$ cat src/rtl/fetch_next_pc_pkg.sv
// Shared types and constants for the instruction-fetch / next-PC stage.
package fetch_next_pc_pkg;

    localparam int PC_W_DEFAULT    = 64;
    localparam int INSTR_W_DEFAULT = 32;
    localparam int INSTR_BYTES     = 4;
    localparam int BR_SHIFT        = 2;

    // IDLE: one quiet cycle after reset; REQ: request outstanding; HOLD: word offered to decode
    typedef enum logic [1:0] {
        IDLE = 2'd0,
        REQ  = 2'd1,
        HOLD = 2'd2
    } fetch_state_t;

endpackage

$ cat src/rtl/next_pc_calc.sv
// Combinational next-PC arithmetic: branch decision, branch target and sequential PC.
module next_pc_calc
    import fetch_next_pc_pkg::*;
#(
    parameter int PC_W = PC_W_DEFAULT
) (
    input  logic [PC_W-1:0] pc,
    input  logic [PC_W-1:0] branch_pc,
    input  logic [PC_W-1:0] bus_imm,
    input  logic            branch,
    input  logic            uncondbranch,
    input  logic            alu_zero,
    output logic            taken,
    output logic [PC_W-1:0] target,
    output logic [PC_W-1:0] seq_pc
);

    // Branch resolution; all additions wrap modulo 2^PC_W, the immediate counts words.
    always_comb begin
        taken  = uncondbranch | (branch & alu_zero);
        target = branch_pc + (bus_imm << BR_SHIFT);
        seq_pc = pc + PC_W'(INSTR_BYTES);
    end

endmodule

$ cat src/rtl/fetch_next_pc.sv
// Instruction-fetch and next-PC stage. Holds the PC, requests words from instruction
// memory, offers each word to decode and redirects on taken branches.
//
// Handshakes:
//   memory : ImemReq stays high while a fetch is wanted; the word is taken in the cycle
//            ImemAck is high. ImemAddr may change under ImemReq (memory then serves the
//            new address). ImemAck outside REQ is ignored.
//   decode : Instruction/InstrPC are stable while InstrValid is high; a transfer happens
//            on a cycle with InstrValid & InstrReady, unless a branch is taken that cycle,
//            in which case the held word is dropped.
module fetch_next_pc
    import fetch_next_pc_pkg::*;
#(
    parameter int PC_W    = PC_W_DEFAULT,
    parameter int INSTR_W = INSTR_W_DEFAULT,
    parameter int TIMEOUT = 255
) (
    input  logic               CLK,
    input  logic               Reset_L,
    input  logic [PC_W-1:0]    StartPC,
    output logic               ImemReq,
    output logic [PC_W-1:0]    ImemAddr,
    input  logic               ImemAck,
    input  logic [INSTR_W-1:0] ImemData,
    output logic [INSTR_W-1:0] Instruction,
    output logic [PC_W-1:0]    InstrPC,
    output logic               InstrValid,
    input  logic               InstrReady,
    input  logic               Branch,
    input  logic               Uncondbranch,
    input  logic               ALUZero,
    input  logic [PC_W-1:0]    BranchPC,
    input  logic [PC_W-1:0]    BusImm,
    output logic               FetchErr,
    output fetch_state_t       dbg_state
);

    localparam int CNT_W = (TIMEOUT < 1) ? 1 : $clog2(TIMEOUT + 1);
    localparam logic [CNT_W-1:0] CNT_MAX = CNT_W'(TIMEOUT);

    fetch_state_t     state;
    fetch_state_t     state_next;
    logic [PC_W-1:0]  pc;
    logic [PC_W-1:0]  target;
    logic [PC_W-1:0]  seq_pc;
    logic             taken;
    logic             accept;
    logic             cnt_inc;
    logic [CNT_W-1:0] cnt;
    logic [CNT_W-1:0] cnt_next;
    logic             fetch_err;

    next_pc_calc #(
        .PC_W (PC_W)
    ) u_next_pc_calc (
        .pc           (pc),
        .branch_pc    (BranchPC),
        .bus_imm      (BusImm),
        .branch       (Branch),
        .uncondbranch (Uncondbranch),
        .alu_zero     (ALUZero),
        .taken        (taken),
        .target       (target),
        .seq_pc       (seq_pc)
    );

    // A memory word is captured only in REQ and never in the cycle a redirect wins.
    assign accept  = (state == REQ) && ImemAck && !taken;
    assign cnt_inc = (state == REQ) && !ImemAck && !taken;

    assign ImemAddr = pc;
    assign FetchErr = fetch_err;

    // State register.
    always_ff @(posedge CLK) begin
        if (!Reset_L) begin
            state <= IDLE;
        end else begin
            state <= state_next;
        end
    end

    // Next-state logic; a taken branch overrides every other event.
    always_comb begin
        state_next = state;
        if (taken) begin
            state_next = REQ;
        end else begin
            case (state)
                IDLE:    state_next = REQ;
                REQ:     if (ImemAck) state_next = HOLD;
                HOLD:    if (InstrReady) state_next = REQ;
                default: state_next = IDLE;
            endcase
        end
    end

    // State-decoded outputs.
    always_comb begin
        ImemReq    = (state == REQ);
        InstrValid = (state == HOLD);
        dbg_state  = state;
    end

    // Wait counter: counts unanswered REQ cycles, saturates at TIMEOUT, clears otherwise.
    always_comb begin
        cnt_next = '0;
        if (cnt_inc) begin
            cnt_next = (cnt == CNT_MAX) ? cnt : cnt + CNT_W'(1);
        end
    end

    // PC and fetched-word registers.
    always_ff @(posedge CLK) begin
        if (!Reset_L) begin
            pc          <= {StartPC[PC_W-1:2], 2'b00};
            Instruction <= '0;
            InstrPC     <= '0;
        end else if (taken) begin
            pc <= target;
        end else if (accept) begin
            pc          <= seq_pc;
            Instruction <= ImemData;
            InstrPC     <= pc;
        end
    end

    // Timeout counter and sticky error flag; the flag rises as the count reaches TIMEOUT.
    always_ff @(posedge CLK) begin
        if (!Reset_L) begin
            cnt       <= '0;
            fetch_err <= 1'b0;
        end else begin
            cnt       <= cnt_next;
            fetch_err <= fetch_err | (cnt_inc && (cnt_next == CNT_MAX));
        end
    end

endmodule

$ cat config.mk
export PLATFORM = sky130hd
export DESIGN_NAME = fetch_next_pc
export DESIGN_NICKNAME = d
export VERILOG_FILES = /design/src/rtl/fetch_next_pc_pkg.sv /design/src/rtl/next_pc_calc.sv /design/src/rtl/fetch_next_pc.sv
export SDC_FILE = /design/constraint.sdc
export NUM_CORES = 1
export LEC_CHECK = 0
export CAP_MARGIN = 15
export CORE_MARGIN = 5
export CORE_UTILIZATION = 50
export DETAILED_ROUTE_END_ITERATION = 12
export HOLD_SLACK_MARGIN = 0.08
export PLACE_DENSITY = 0.87
export SETUP_SLACK_MARGIN = 0.02
export SLEW_MARGIN = 25
export SYNTH_ARGS = -nofsm -noshare
export SYNTH_HDL_FRONTEND = slang
export SYNTH_SLANG_ARGS = --single-unit
$ cat constraint.sdc
create_clock -name CLK -period 5.54 [get_ports CLK]
set_input_delay 0.554 -clock CLK [delete_from_list [all_inputs] [get_ports CLK]]
set_output_delay 0.554 -clock CLK [all_outputs]
set_load 0.02 [all_outputs]
### Yosys cells after proc, flatten, opt, wreduce, memory -nomap -nowiden

Index checks and enable logic that the tools add are counted.

* register bits: 171
* latch bits: 0
* bits in writable memories: 0
* ROM bits: 0
* input port bits: 231
* output and inout bits: 165
* logic and storage cells: 47
* memories: 0

* add/sub/neg operators: 3
* multiply operators: 0
* divide/modulo/power cells: 0
* magnitude comparators: 0
* equality and inequality tests: 9
* shifts and indexed selects: 0
* mux-type cells: 9
* bitwise operators: 5
* reductions and logical operators: 13

Operators by type and width (count)
* $mux W64: 3
* $add A64 B3 Y64 const B: 1
* $add A64 B64 Y64: 1
* $eq A8 B8 Y1 const B: 2
* $mux W8: 2
* $ne A3 B1 Y1 const B: 3
* $add A8 B1 Y8 const B: 1
* $pmux W2 S3: 1
* $reduce_and A2 Y1: 3
* $logic_and A1 B1 Y1: 5
* $mux W2: 2
* $ne A2 B1 Y1 const B: 2
* $eq A2 B1 Y1 const B: 1
* $eq A2 B2 Y1 const B: 1
* $logic_not A1 Y1: 2
* $logic_not A2 Y1: 1
* $not A1 Y1: 2
* $or A1 B1 Y1: 2
* $reduce_bool A2 Y1: 1
* $reduce_or A2 Y1: 1
* $and A1 B1 Y1: 1
* $mux W1: 1

### Logic depth before layout (Yosys ltp)

Gate-level depths: netlist of run 1.

* depth after elaboration: 8
* gate-level depth with buffers: 15
* depth with buffers taken out: 13

### Hierarchy

A second synthesis of run 1 with hierarchy kept.

* cell total of the unflattened synthesis: 1467
* area, all modules: 12086.6 um^2

Modules (own cells, without submodules)
* fetch_next_pc: times used 1, cells each 757, area an instance 7325.8 um^2, seq. area each 4043.9 um^2
* next_pc_calc: times used 1, cells each 710, area an instance 4760.8 um^2, seq. area each 0.0 um^2

### Worst setup path before layout of run 1

OpenSTA, ideal clock, no wires.

* kind: input to register
* start point: input port BranchPC[10]
* end point: register pc[60], in the netlist ImemAddr[60] (data pin)
* library setup time: 264 ps
* arrival time: 3188 ps
* required time: 5276 ps
* setup slack: 2088 ps
* stages: 11
* path buffers: 0
* path through: ha_1 and4_4 a221o_1 a211o_1 a221o_1 a31oi_4 o311a_4 o21ai_2 or4_1 nand4_1 o221ai_2

* cells in the longest elaborated chain, start to end: 3

RTL lines
* start, declared: line fetch_next_pc.sv:32 `input logic [PC_W-1:0] BranchPC,`
* $add A64 B64 Y64: line next_pc_calc.sv:21 `target = branch_pc + (bus_imm << BR_SHIFT);`
* $mux W64: line fetch_next_pc.sv:119 `end else if (taken) begin`
* $mux W64: line fetch_next_pc.sv:115 `if (!Reset_L) begin`
* end signal, assigned: line fetch_next_pc.sv:116 `pc <= {StartPC[PC_W-1:2], 2'b00};`
* end signal, assigned: line fetch_next_pc.sv:120 `pc <= target;`
* end signal, assigned: line fetch_next_pc.sv:122 `pc <= seq_pc;`
* end, declared: line fetch_next_pc.sv:43 `logic [PC_W-1:0] pc;`

No other way between the ends.
A chain may end at the register's enable or synchronous reset.

### Worst setup path in the final report of run 1

* start point: input port BranchPC[6]
* end point: register pc[63], in the netlist ImemAddr[63] (data pin)

Same word-level chain as after synthesis.

==> run metrics, run 1 <==
status=finished, final reports clean; Antenna Nets Post-Route=0; Die W=163 µm; crit path DAT=4250 ps; max layer used=met4; synthesized cell area=11,700 µm²; root buf cell=clkbuf_16; via count=12.8k; Clock Path Buffers=2; Final Max Tran Viols=0; fmax=246 MHz; Num CTS Buffers=17; Reg-to-Reg Start=ImemAddr[2]$_DFFE_PP_; die area=26,500 µm²; Reg2Reg Depth=11; first-pass GRT wire length=65,000 µm; clk_lat worst skew=440 ps; postcts setup bufs=0; # setup viols final=0; Cell Rows=56; # fillers=1,868; Avg Inst Size Synth=7.72 µm²; CP startpoint kind=input pin; TNS Setup=0 ps; hold buffers post-CTS=0; asr flop ratio synth=0%; clock skew=18.6 ps; CP Capture Point=ImemAddr[63]$_DFFE_PP_; leading post-synthesis cells by cell area=dfxtp_1, edfxtp_1, a21oi_1, nand2_1, ha_1; Leakage Power=6.17 nW; r2r endpoint=ImemAddr[62]$_DFFE_PP_; area of the multi-input gates=7160 µm²; grt total ovfl=0; initial antenna violation count=8; Routed WL=42,300 µm; Slew HR=36.2%; met3 wire length=3930 µm; non-filler instance count after layout=2,186; GRT Util Overall=30.4%; Final Power=4.04 mW; # DRC=0; Core Region=23,200 µm²; post-synth top area cell=dfxtp_1; top cell type's share of synthesized area=18.7%; Slew @ Worst Pin=956 ps; Fin. Hold Viols=0; I/O Pins=396; first-pass iteration count of the detailed router=6; post-layout net count=2,141; CTS sink count=171; WS Path Type=input pin to flip-flop; Yosys cell types=74; vias in the first global route=12.0k; worst min path class=flip-flop to flip-flop; crit-path max FO=7; initial detailed-routing violation count=1,281; critical path launch point=BranchPC[6]; MaxCap Viol Count=0; layout cells sized above 1=3.50%; Post-CTS Resized=0; gp weighted congestion=0.955; Initial Utilization=50.3%; # port buffers=391; post-DP HPWL=32,100 µm; Storage cell area=4040 µm²; syn nets=1,807; layout overhead on the synthesized area=40.0%; register bit total from synthesis=171; CP Capture Type=flip-flop; flop-to-flop setup slack=2040 ps; placed insts=2,145; largest net degree at the start of global routing=106; met2 wire len=19,200 µm; fin crit share=73.4%; Post-synth EDFFs=62; PD cells=247 nW/µm²; DR WL/cell=19.3 µm; synthesized instance count=1,512; unrepaired setup endpoints after global routing=false; Yosys warning count=0; WP data required=5720 ps; Metal-1 WL=17,100 µm; clock-pin slew on the worst setup and hold paths=70 ps; Seq/Total Area, Yosys=34.7%; CTS tree=built; minimum clock period=4070 ps; VDD IR max=0.233 mV; ys flop type=dfxtp_1; Via density=5.86; die height=163 µm; htree depth=4
layout make-up:
cell class / instances / share of cell area [%]
tap: 319 / 2.44
sequential: 171 / 24.8
clock inverter: 15 / 1.14
inverter: 29 / 0.682
clock buffer: 17 / 2.60
timing repair buffer: 399 / 24.4
antenna: 8 / 0.123
multi-input combinational: 1228 / 43.9
flip-flops by register name, summed over array words and instances (netlist names), named ones only:
register / cells
InstrPC: 64
FetchErr: 1
cnt: 8
ImemAddr: 62
Instruction: 32
dbg_state: 2
where the power goes:
| group | internal, mW | total (mW) | leakage (nW) | switching, mW |
|---|---|---|---|---|
| clock | 0.620 | 1.23 | 0.298 | 0.613 |
| sequential | 1.41 | 1.55 | 1.52 | 0.138 |
| combinational | 0.581 | 1.26 | 4.35 | 0.677 |
| total | 2.61 | 4.04 | 6.17 | 1.43 |
layout by cell type (no fill, tap or decap), drive strengths merged, types with 6 or more instances in the layout:
cell type	count
and4	9
nor2b	9
o21bai	14
ha	63
a21o	46
or3	12
o211ai	7
edfxtp	62
buf	9
dfxtp	109
inv	39
o31ai	6
clkdlybuf4s50	390
a21oi	240
xnor2	54
nand2	309
nand3	41
o221ai	7
a31oi	14
nand4	35
and3	24
xor2	56
clkbuf	17
and2	8
nor2	127
diode	8
nor3	14
o21ai	69
synthesized netlist by cell type, drive strengths merged (16+ instances only):
| library cell | n |
|---|---|
| xor2 | 56 |
| o21ai | 69 |
| a21oi | 240 |
| ha | 63 |
| nand4 | 35 |
| nand3 | 41 |
| clkbuf | 67 |
| inv | 29 |
| and3 | 24 |
| a21o | 46 |
| buf | 16 |
| nand2 | 309 |
| nor2 | 127 |
| dfxtp | 109 |
| xnor2 | 54 |
| edfxtp | 62 |
cells by family (layout without fill, tap and decap cells):
group | after synthesis | count (layout) | synth area share (%)
AO/OA/AOI/OAI | 446 | 446 | 22.7
AND/OR/NAND/NOR | 605 | 605 | 22.9
buffers and inverters | 113 | 460 | 4.26
multiplexers | 3 | 3 | 0.257
XOR/XNOR | 110 | 110 | 8.26
adder cells (fa/ha/maj) | 64 | 64 | 6.93
other | 0 | 8 | 0
flip-flops | 171 | 171 | 34.7
per-stage QoR:
step | utilization, % | setup WS (ps) | hold WS [ps] | area [µm²]
finish | 70.4 | 1470 | 454 | 16300
global route | 70.4 | 1320 | 472 | 16300
CTS | 70.3 | 1630 | 456 | 16300
detailed placement | 67.6 | 1210 | 446 | 15700
global placement | 67.6 | 1250 | 441 | 15700
floorplan | - | 2090 | 493 | 11700
layer usage:
metal	vias up	track usage [%]
met5	-	0
met4	0	14.2
met3	109	5.14
met2	743	48.0
met1	5927	40.9
li1	6037	-
worst min path at each step:
stage | startpoint | to | slack [ps] | cells after the start
final | Instruction[27]$_SDFFE_PN0P_ | Instruction[27]$_SDFFE_PN0P_ | 450 | 2
after CTS | InstrPC[56]$_SDFFE_PN0P_ | InstrPC[56]$_SDFFE_PN0P_ | 460 | 2
after global placement | Instruction[12]$_SDFFE_PN0P_ | Instruction[12]$_SDFFE_PN0P_ | 440 | 2
after detailed placement | InstrPC[56]$_SDFFE_PN0P_ | InstrPC[56]$_SDFFE_PN0P_ | 450 | 2
after floorplan | cnt[7]$_SDFF_PN0_ | cnt[1]$_SDFF_PN0_ | 490 | 2
after global routing | InstrPC[4]$_SDFFE_PN0P_ | InstrPC[4]$_SDFFE_PN0P_ | 470 | 2
critical path, stage by stage:
cell,delay [ps]
clkdlybuf4s50_1,420
ha_1,400
a21oi_1,210
nand2_1,100
o21ai_0,380
a21oi_1,200
o31ai_1,480
nand2_1,130
o31ai_1,550
o21ai_1,190
a31oi_1,250
mux2i_1,300
nand2_1,70
Note: power is estimated with default switching activity, not from simulation.
==> run 2: changes to the inputs <==
- CORE_UTILIZATION: 50 -> 42
- PLACE_DENSITY: 0.87 -> 0.78
- clock period: 5.54 -> 3.5 ns (I/O delays scaled with it)
==> run metrics, run 2 (synthesized netlist as in run 1, its figures left out) <==
NetSw=2.32 mW; worst setup margin=146 ps; largest net degree at the start of global routing=97; # setup viols final=0; fmax=298 MHz; clock skew=10.1 ps; VDD IR max=0.216 mV; non-filler instance count after layout=2,340; crit-path max FO=3; htree depth=4; crit path DAT=3530 ps; status=finished, final reports clean; Die W=177 µm; Clock Path Buffers=2; CTS sink count=171; layout overhead on the synthesized area=47.1%; die height=177 µm; Num CTS Buffers=17; Initial Utilization=42.2%; clock power share=29.8%; WS Path Type=input pin to flip-flop; most frequent cells in the layout=clkdlybuf4s50_1, nand2_1, a21oi_1; Routed WL=44,200 µm; slowest stage delay, CP=410 ps; hold buffers post-CTS=0; vias in the first global route=12.4k; placed insts=2,298; initial antenna violation count=9; CP startpoint kind=input pin; switching fraction of total power=35.3%; postcts setup bufs=0; CP top delay family=compound AO/OA/AOI/OAI gates; Antenna Nets Post-Route=0; die area=31,200 µm²; sequential share of power=37.1%; Slew @ Worst Pin=695 ps; I/O Pins=396; initial detailed-routing violation count=1,165; Core Region=27,600 µm²; layout cells sized above 1=8.45%; fin crit share=95.8%; CTS tree=built; post-DP HPWL=34,400 µm; max reg flops=64; clk_lat worst skew=440 ps; grt total ovfl=0; DR WL/cell=18.9 µm; Slew HR=53.6%; minimum clock period=3350 ps; GRT Util Overall=26.9%; via count=12.9k; # DRC=0; MaxCap Viol Count=0; first-pass GRT wire length=66,900 µm; Final Max Tran Viols=0; clock-pin slew on the worst setup and hold paths=80 ps; worst min path class=input pin to flip-flop; gp weighted congestion=0.948; largest reg by FF count=InstrPC; slowest library cell on the worst path=clkdlybuf4s50_1; root buf cell=clkbuf_16; commonest non-fill, non-tap cell in the layout=clkdlybuf4s50_1; Leakage Power=6.63 nW; Buf+Inv Stages, Crit Path=2; first-pass iteration count of the detailed router=6; Cell Rows=61; Gate power share=33.0%; worst slack, placed=-328 ps; CP Capture Type=flip-flop; Pint=4.26 mW; PD cells=383 nW/µm²; Via density=5.52; Fin. Hold Viols=0; unrepaired setup endpoints after global routing=false; WP data required=3680 ps; post-layout net count=2,235; # port buffers=391; critical path, cell by cell=clkdlybuf4s50_1 -> ha_1 -> fa_1 -> a21o_1 -> a31oi_2 -> o21bai_1 -> a21boi_1 -> buf_4 -> nand4bb_1 -> a21oi_2 -> or2_1 -> a31oi_1 -> xor2_1 -> o211a_1 -> o21ai_1
==> run 2: cell count changes in the layout (fill, tap and decap cells not counted), sizes merged <==
cell	delta
buf	+94
clkinv	-1
diode	+1
inv	+1
==> run 2: area by class of cell <==
class                      instances  area [µm²]
sequential                       171        4040
fill                            2421       10500
clock inverter                    15         186
antenna                            9        22.5
timing repair buffer             493        4710
inverter                          29         111
clock buffer                      17         425
tap                              378         473
multi-input combinational       1228        7190
==> run 2: path summary, 6_finish.rpt <==
kind                                                from                     endpoint  slack [ps]  depth (start not counted)
worst max-delay path                         BranchPC[2]       ImemAddr[50]$_DFFE_PP_         150                         15
worst min-delay path                         ImemData[3]  Instruction[3]$_SDFFE_PN0P_         440                          3
worst max register to register     ImemAddr[3]$_DFFE_PP_       ImemAddr[62]$_DFFE_PP_         340                         11
worst min register to register  InstrPC[23]$_SDFFE_PN0P_     InstrPC[23]$_SDFFE_PN0P_         450                          2
==> run 2: routing by layer <==
metal	share of wire, %	track usage, %	vias to the layer above
li1	-	-	6228
met1	42	35.7	5905
met2	45	41.9	667
met3	8.2	4.46	119
met4	5.1	14.6	0
met5	0	0	-
==> run 2: metrics by stage <==
| step | hold slack, ps | area [µm²] | setup TNS (ps) | util [%] | power, mW |
|---|---|---|---|---|---|
| final | 440 | 17200 | 0 | 62.1 | 6.58 |
| after global routing | 437 | 17200 | 0 | 62.1 | 6.86 |
| after CTS | 432 | 17100 | 0 | 61.9 | 6.56 |
| after detailed placement | 446 | 16500 | -4000 | 59.7 | 4.61 |
| after global placement | 441 | 16500 | -2510 | 59.7 | 4.58 |
| after floorplan | 486 | 11700 | 0 | - | 3.54 |
==> run 2: worst reg2reg max path, stage by stage (launching register included) <==
cell and delay [ps]:
edfxtp_1 470, ha_1 280, nand3_1 170, nor3_2 220
nand4_1 250, or4_1 620, or3_1 380, nor2_1 130
xnor2_1 130, nand3_1 90, o21ai_1 100, a21oi_1 60
==> run 2: repair_timing <==
action,CTS,global route
gates resized for setup,0,7
endpoints found under the hold margin,0,0
setup endpoints to repair,0,5
==> run 2: power by group through the flow <==
| stage | logic [mW] | registers, mW | clock network [mW] |
|---|---|---|---|
| final | 2.17 | 2.44 | 1.96 |
| after global routing | 2.33 | 2.46 | 2.07 |
| after CTS | 2.15 | 2.43 | 1.98 |
| after detailed placement | 2.13 | 2.48 | 0 |
| after global placement | 2.11 | 2.47 | 0 |
| after floorplan | 0.949 | 2.59 | 0 |
==> run 3: changes to the inputs <==
- CORE_UTILIZATION: 42 -> 43
- PLACE_DENSITY: 0.78 -> 0.79
- SYNTH_HIERARCHICAL: not set -> 1
==> run metrics, run 3 <==
clock skew=23.7 ps; die height=178 µm; Seq/Total Area, Yosys=33.5%; Final Max Tran Viols=0; layout cells sized above 1=10.4%; Core Region=27,800 µm²; # port buffers=391; GRT Util Overall=26.2%; VDD IR max=0.322 mV; Gate power share=34.9%; leading post-synthesis cells by cell area=dfxtp_1, edfxtp_1, nand2_1, ha_1, xnor2_1; PD cells=376 nW/µm²; ys flop type=dfxtp_1; Initial Utilization=43.5%; post-layout net count=2,232; CP Capture Type=flip-flop; hold_sp=Reset_L; largest net degree at the start of global routing=82; fmax=297 MHz; die area=31,600 µm²; initial antenna violation count=6; CTS sink count=171; clock-pin slew on the worst setup and hold paths=80 ps; worst min path class=input pin to flip-flop; WS Path Type=input pin to flip-flop; Die W=178 µm; clk_lat worst skew=440 ps; # setup viols final=0; grt total ovfl=0; post-layout util=64.4%; Pint=4.41 mW; Final Power=6.73 mW; syn nets=1,762; synthesized instance count=1,467; Num CTS Buffers=17; layout overhead on the synthesized area=48.0%; CTS tree=built; unrepaired setup endpoints after global routing=true; vias in the first global route=12.3k; DR WL/cell=18.4 µm; post-DP HPWL=34,400 µm; commonest non-fill, non-tap cell in the layout=clkdlybuf4s50_1; Yosys warning count=6; sequential share of power=36.1%; MaxCap Viol Count=0; htree depth=4; Avg Inst Size Synth=8.24 µm²; root buf cell=clkbuf_16; fin crit share=96.2%; Via density=5.38; synthesized cell area=12,100 µm²; register bit total from synthesis=171; post-synth top area cell=dfxtp_1; clock power share=29.1%; count leader, synth=nand2_1; crit-path max FO=2; Antenna Nets Post-Route=0; Slew @ Worst Pin=787 ps; NetSw=2.32 mW; I/O Pins=396; crit path DAT=3520 ps; Post-synth EDFFs=62; top cell type's share of synthesized area=18.1%; Leakage Power=7.10 nW; Slew HR=47.5%; status=finished, final reports clean; Clock Path Buffers=2; WP data required=3650 ps; initial detailed-routing violation count=879; Fin. Hold Viols=0; Cell Rows=61; # DRC=0; via count=12.6k; asr flop ratio synth=0%; first-pass GRT wire length=65,700 µm; critical path launch point=BusImm[0]; Reg-to-Reg Start=ImemAddr[12]$_DFFE_PP_; switching fraction of total power=34.5%; Routed WL=42,900 µm; first-pass iteration count of the detailed router=5; CP startpoint kind=input pin; gp weighted congestion=0.956; most frequent cells in the layout=clkdlybuf4s50_1, nand2_1, buf_4; minimum clock period=3370 ps; Post-synth top cells=nand2_1, a21oi_1, dfxtp_1; Yosys cell types=65
==> run 3: cell types whose count changed after synthesis, sizes merged, moves of 10 or more <==
cell,change
o21ai,-23
nand2,-31
xor2,-21
a21o,-11
a21oi,-106
clkbuf,-17
buf,+17
or3,-10
nor2,-24
xnor2,+33
mux2i,+61
and2,+11
a21boi,+99
==> run 3: per-stage QoR <==
step	worst slack (ps)	hold slack (ps)	TNS, ps	instances	instance area (µm²)
2_1_floorplan	20.7	469	0	1467	12100
3_3_place_gp	-705	440	-4940	2291	17200
3_5_place_dp	-759	444	-6070	2291	17200
4_1_cts	41.4	366	0	2328	17800
5_1_grt	-3.61	386	-3.61	2334	17900
6_report	133	372	0	2335	17900
==> run 3: layout make-up <==
class,instances,area (µm²)
well taps,378,473
repair buffers,534,5010
flip-flops and latches,171,4040
diodes,7,17.5
inverters,22,82.6
fillers,2388,9900
clock buffers,18,439
multi-input cells,1191,7640
clock inverters,14,170
==> run 3: metal layers <==
metal / GRT usage [%] / share of wire [%] / vias up
met5: 0 / 0 / -
met4: 10.8 / 3.4 / 0
met3: 4.07 / 6.4 / 86
met2: 43.2 / 48 / 493
met1: 34.2 / 43 / 5851
li1: - / - / 6124
==> run 3: repair_timing <==
item	in CTS	in global routing
gates resized for setup	12	7
pin swaps	11	7
setup buffers	5	0
endpoints found under the setup margin	4	7
hold buffers	0	0
==> run 3: final timing paths <==
path	end	slack, ps	cells after the start
setup reg to reg	ImemAddr[61]$_DFFE_PP_	420	11
hold reg to reg	InstrPC[22]$_SDFFE_PN0P_	450	2
hold / removal	InstrPC[28]$_SDFFE_PN0P_	370	2
setup / recovery	ImemAddr[60]$_DFFE_PP_	130	15
==> run 3: cell families after synthesis <==
| family | share of synthesized area, % |
|---|---|
| adders and majority gates | 6.69 |
| muxes | 5.30 |
| and+or+nand+nor | 20.5 |
| AOI/OAI and AO/OA | 21.2 |
| xor gates and xnor gates | 8.84 |
| buffers and inverters | 4.01 |
| DFF | 33.5 |
==> run 3: critical path, cell delays in order <==
cell       delay [ps]
buf_2             100
ha_4              140
inv_2              40
fa_2              370
and2b_2           260
o2111ai_4         140
a2111oi_4         370
o21ai_2           130
a2111oi_4         320
nor2_2             90
o31a_1            290
or4b_1            520
and3_1            170
mux2i_1           130
a21oi_1            80
==> run 3: power groups by stage <==
stage | clock network [mW] | logic (mW) | registers [mW]
after floorplan | 0 | 1.01 | 2.61
after global placement | 0 | 2.27 | 2.47
after detailed placement | 0 | 2.31 | 2.47
after CTS | 1.99 | 2.32 | 2.43
after global routing | 2.08 | 2.51 | 2.45
final | 1.95 | 2.34 | 2.43
